### src/rtl/nvram_store_recall.sv
// X2212-style NOVRAM emulation: working RAM plus shadow array with
// bulk STORE/RECALL copies and a host port onto the shadow.
module nvram_store_recall #(
    parameter int ADDR_W = 8,
    parameter int DATA_W = 4
) (
    input  logic              clk,
    input  logic              reset,
    input  logic              STORE,
    input  logic              RECALLn,
    input  logic              cpu_cs,
    input  logic              cpu_we,
    input  logic [ADDR_W-1:0] cpu_addr,
    input  logic [DATA_W-1:0] cpu_din,
    output logic [DATA_W-1:0] cpu_dout,
    input  logic [ADDR_W-1:0] hs_addr,
    input  logic              hs_we,
    input  logic [DATA_W-1:0] hs_din,
    output logic [DATA_W-1:0] hs_dout,
    output logic              busy,
    output logic              store_done
);

    localparam int DEPTH = 1 << ADDR_W;

    localparam logic [1:0] S_IDLE   = 2'd0;
    localparam logic [1:0] S_RECALL = 2'd1;
    localparam logic [1:0] S_STORE  = 2'd2;

    localparam logic [ADDR_W:0] CNT_LAST = {1'b1, {ADDR_W{1'b0}}};

    logic [DATA_W-1:0] ram_mem    [DEPTH];
    logic [DATA_W-1:0] shadow_mem [DEPTH];

    logic [1:0]        state_q, state_d;
    logic [ADDR_W:0]   cnt_q, cnt_d;
    logic              busy_q, busy_d;
    logic              done_q, done_d;
    logic              store_prev_q, store_prev_d;
    logic              recalln_prev_q, recalln_prev_d;
    logic [DATA_W-1:0] cpu_dout_q, cpu_dout_d;
    logic [DATA_W-1:0] hs_dout_q, hs_dout_d;
    logic [DATA_W-1:0] rd_data_q, rd_data_d;

    logic              store_evt;
    logic              recall_evt;
    logic [ADDR_W-1:0] copy_rd_addr;
    logic [ADDR_W-1:0] copy_wr_addr;
    logic              copy_wr;

    logic              ram_we;
    logic [ADDR_W-1:0] ram_waddr;
    logic [DATA_W-1:0] ram_wdata;
    logic              sh_we;
    logic [ADDR_W-1:0] sh_waddr;
    logic [DATA_W-1:0] sh_wdata;

    assign store_evt    = STORE & ~store_prev_q;
    assign recall_evt   = ~RECALLn & recalln_prev_q;
    assign copy_rd_addr = cnt_q[ADDR_W-1:0];
    assign copy_wr_addr = copy_rd_addr - ADDR_W'(1);
    // Word k is read in cycle k and written in cycle k+1, so cycle 0 writes nothing.
    assign copy_wr      = (state_q != S_IDLE) && (cnt_q != '0);

    always_comb begin
        state_d = state_q;
        cnt_d   = cnt_q;
        done_d  = 1'b0;
        case (state_q)
            S_IDLE: begin
                cnt_d = '0;
                if (recall_evt) begin
                    state_d = S_RECALL;
                end else if (store_evt) begin
                    state_d = S_STORE;
                end
            end
            default: begin
                if (cnt_q == CNT_LAST) begin
                    state_d = S_IDLE;
                    cnt_d   = '0;
                    done_d  = (state_q == S_STORE);
                end else begin
                    cnt_d = cnt_q + (ADDR_W+1)'(1);
                end
            end
        endcase
    end

    always_comb begin
        busy_d         = (state_d != S_IDLE);
        store_prev_d   = STORE;
        recalln_prev_d = RECALLn;
        rd_data_d      = (state_q == S_RECALL) ? shadow_mem[copy_rd_addr]
                                               : ram_mem[copy_rd_addr];
        cpu_dout_d     = busy_d ? {DATA_W{1'b1}} : ram_mem[cpu_addr];
        hs_dout_d      = shadow_mem[hs_addr];
    end

    always_comb begin
        ram_we    = 1'b0;
        ram_waddr = cpu_addr;
        ram_wdata = cpu_din;
        if (state_q == S_IDLE) begin
            ram_we = cpu_cs & cpu_we;
        end else if (state_q == S_RECALL) begin
            ram_we    = copy_wr;
            ram_waddr = copy_wr_addr;
            ram_wdata = rd_data_q;
        end
    end

    // Host writes are dropped only while STORE owns the shadow write port.
    always_comb begin
        sh_we    = hs_we;
        sh_waddr = hs_addr;
        sh_wdata = hs_din;
        if (state_q == S_STORE) begin
            sh_we    = copy_wr;
            sh_waddr = copy_wr_addr;
            sh_wdata = rd_data_q;
        end
    end

    always_ff @(posedge clk) begin
        if (ram_we) begin
            ram_mem[ram_waddr] <= ram_wdata;
        end
        if (sh_we) begin
            shadow_mem[sh_waddr] <= sh_wdata;
        end
        rd_data_q <= rd_data_d;
    end

    always_ff @(posedge clk or posedge reset) begin
        if (reset) begin
            state_q        <= S_IDLE;
            cnt_q          <= '0;
            busy_q         <= 1'b0;
            done_q         <= 1'b0;
            store_prev_q   <= 1'b0;
            recalln_prev_q <= 1'b1;
            cpu_dout_q     <= '0;
            hs_dout_q      <= '0;
        end else begin
            state_q        <= state_d;
            cnt_q          <= cnt_d;
            busy_q         <= busy_d;
            done_q         <= done_d;
            store_prev_q   <= store_prev_d;
            recalln_prev_q <= recalln_prev_d;
            cpu_dout_q     <= cpu_dout_d;
            hs_dout_q      <= hs_dout_d;
        end
    end

    assign busy       = busy_q;
    assign store_done = done_q;
    assign cpu_dout   = cpu_dout_q;
    assign hs_dout    = hs_dout_q;

endmodule
### config.mk
export PLATFORM = sky130hd
export DESIGN_NAME = nvram_store_recall
export DESIGN_NICKNAME = d
export VERILOG_FILES = /design/src/rtl/nvram_store_recall.sv
export SDC_FILE = /design/constraint.sdc
export NUM_CORES = 2
export LEC_CHECK = 0
export ABC_AREA = 0
export BUFFER_PORTS_ARGS = -buffer_cell sky130_fd_sc_hd__buf_2
export CORE_MARGIN = 5
export CORE_UTILIZATION = 40
export DETAILED_ROUTE_END_ITERATION = 8
export HOLD_SLACK_MARGIN = 0.08
export SYNTH_ARGS = -nofsm -noshare
export SYNTH_HDL_FRONTEND = slang
export SYNTH_SLANG_ARGS = --single-unit
### constraint.sdc
create_clock -name clk -period 10.55 [get_ports clk]
set_clock_uncertainty 0.1 [all_clocks]
set_input_delay 0.5275 -clock clk [delete_from_list [all_inputs] [get_ports clk]]
set_output_delay 0.5275 -clock clk [all_outputs]
set_load 0.01 [all_outputs]
==> flow_summary.toml <==
[place]
hpwl_um = 200000
routabilityCongestion = 0.884
placed_area_sq_mm = 0.102
numPortBuffers = 40

[die]
start_util_pct = 40.2
die_y_um = 505
die_w_um = 505
io-pin-count = 41
coreArea_sq_mm = 0.243
rows = 181
die_area_sq_mm = 0.255

[logic_synthesis]
syn_inst = 5186
ys_async_sr_fraction_pct = 1.11
dominantRegCellSynth = "edfxtp_1"
ys_ff_latch = 2075
ys_types = 67
ys_seq_area_share_pct = 63.5
avgSynthCellArea_sq_um = 18.9
ys_warn_count = 0
syn_area_sq_mm = 0.0979
synth_edf_count = 2048
synth_fp_nets = 5220

[clock_tree]
root_buffer = "clkbuf_16"
cts_sinks = 2075
clk_latency_ps = 880
path_clk_slew_ps = 60
htree_levels = 4
cts_tree = "done"
cts_buffers = 207
clock_path_buffers = 3

[worst_setup_path]
critPathLaunchType = "flip-flop"
crit_arrival_ps = 6150
end_kind = "flip-flop"
required_ps = 10960
worstPathMaxFanout = 37
critical_path_class = "reg2reg"

[timing]
period_needed_ps = 5740
slew_viol_final = 0
max_freq_mhz = 174
period_share_pct = 54.4
worstMarginPinSlew_ps = 1340
fin_setup_tns_ps = 0
final_hold_viol_count = 0
maxSlewHeadroom_pct = 10.4
hold_ws_ps = 255
setup_viol = 0
rsz0062_at_grt = "no"

[power_and_ir_drop]
peakVddDrop_uv = 138
leakage_nw = 33.8
p_per_area_mw_per_mm2 = 161

[run_status]
status = "finished, final reports clean"

[routing]
wirelength_um = 318000
drc_errors = 0
drtAntennaViolNets = 0
dr.pass1.iters = 6
wire_per_inst_um = 37.2
vias = 57100
viasPerCell = 6.67
drt_iter0_drc = 8266

[grt]
grt_pass1_wl_um = 446000
grt_max_degree = 240
grt_overflow_total = 0
grtUsageTotal_pct = 24.5
antenna_found_initial = 18
grt_pass1_vias = 57000

[cells_and_area]
fillers = 20500
drive_gt1_share_pct = 31.1
final_nets = 5198
syn_to_final_growth_pct = 11.0
fin_area_sq_mm = 0.109

[min_path]
hp-class = "in2reg"

[job]
maxCapViolations = 0
registers in the layout (all words and copies together), names as in the netlist:
name / count
store_prev_q: 1
shadow_mem: 1024
cpu_dout: 4
hs_dout: 4
store_done: 1
rd_data_q: 4
cnt_q: 9
busy: 1
ram_mem: 1024
recalln_prev_q: 1
state_q: 2
routing by layer:
layer	GRT usage, %	up-vias	routed length (um)
li1	-	22000	-
met1	33.3	30700	120000
met2	37.9	3736	148000
met3	5.84	666	34300
met4	10.7	0	15500
met5	0	-	0
power breakdown:
group	leakage [nW]	switching, W	internal, W
logic	11.7	0.000498	0.000290
clock network	3.39	0.00329	0.00436
registers	18.7	0.00000352	0.00906
total	33.8	0.00379	0.0137
layout by cell type (no fill, tap or decap), types with 24 or more instances in the layout:
master / netlist / layout
a21oi_1: 76 / 76
nand2_1: 190 / 186
o221ai_1: 25 / 25
buf_2: 87 / 32
clkinv_1: 2 / 44
nor2_1: 590 / 587
clkinv_2: 0 / 41
clkbuf_1: 249 / 27
a221oi_1: 26 / 26
mux2i_1: 172 / 172
a22o_1: 25 / 25
o22ai_1: 35 / 35
clkbuf_16: 0 / 210
o21ai_0: 46 / 46
buf_4: 49 / 144
mux4_2: 1103 / 1103
bufinv_16: 0 / 27
nor3_1: 24 / 24
a22oi_1: 105 / 105
edfxtp_1: 2048 / 2048
timing repair:
item                      4_1_cts  5_1_grt
hold endpoints to repair       30        0
resized for setup               0        0
buffers inserted                0        0
hold buffers                    6        0
critical path, stage by stage (launching register included):
cell and delay (ps):
dfrtp_4 720, buf_4 680, clkinv_1 210, buf_4 290, ha_1 240, nor3b_1 160, xnor2_1 540, o21ai_0 300
nor2_1 760, nand2_1 740, nor2_1 560
logic make-up after synthesis:
kind of cell    count (synthesis)  share of synthesized area (%)
flops                        2075                           63.5
mux                          1287                           27.3
simple gates                  920                           3.86
compound gates                455                           3.27
buf+inv                       434                           2.01
xor+xnor                       12                          0.107
fa+ha+maj                       3                         0.0383
cell usage after synthesis, types with 10 or more instances:
library cell	number	share of area [%]
edfxtp_1	2048	63
mux4_2	1103	25
nor2_1	590	2.3
clkbuf_1	249	0.95
nand2_1	190	0.73
mux2i_1	172	1.8
a22oi_1	105	0.80
buf_2	87	0.44
a21oi_1	76	0.39
buf_4	49	0.38
o21ai_0	46	0.24
o22ai_1	35	0.22
buf_1	34	0.13
a221oi_1	26	0.23
a22o_1	25	0.22
o221ai_1	25	0.22
nor3_1	24	0.12
nand3_1	23	0.12
dfrtp_1	22	0.56
nor2b_1	22	0.14
a31oi_1	19	0.12
a211oi_1	18	0.14
nand2b_1	13	0.083
mux2_2	12	0.14
and2_1	11	0.070
o21a_1	10	0.077
xnor2_1	10	0.089
through the flow:
stage	worst slack, ps	total power [W]	utilization [%]	std cells
6_report	4810	0.0175	44.7	8556
3_3_place_gp	4610	0.0100	41.7	8150
5_1_grt	4600	0.0179	44.6	8548
4_1_cts	4990	0.0176	44.6	8547
2_1_floorplan	5400	0.00975	-	5186
3_5_place_dp	5010	0.0100	41.8	8151
final cells by class:
cell class	instances	area, sq um	share of cell area (%)
diodes	9	22.5	0.0207
clock buffers	243	5440	5.00
clock inverters	147	1540	1.42
inverters	9	38.8	0.0357
multi-input cells	2677	34000	31.3
flip-flops and latches	2075	62200	57.2
well taps	3202	4010	3.69
repair buffers	194	1510	1.39
path summary, 6_finish.rpt:
kind                       slack (ps)                 to  cells past startpoint            from
setup / recovery                 4810  shadow_mem[12][0]                     10        cnt_q[1]
hold / removal                    260     recalln_prev_q                      2         RECALLn
setup reg to reg                 4810  shadow_mem[12][0]                     10        cnt_q[1]
hold reg to reg                   460         state_q[0]                      2  recalln_prev_q
max in group asynchronous        9350           cnt_q[1]                      3           reset
min in group asynchronous         300        cpu_dout[1]                      3           reset
Note: power is estimated with default switching activity, not from simulation.
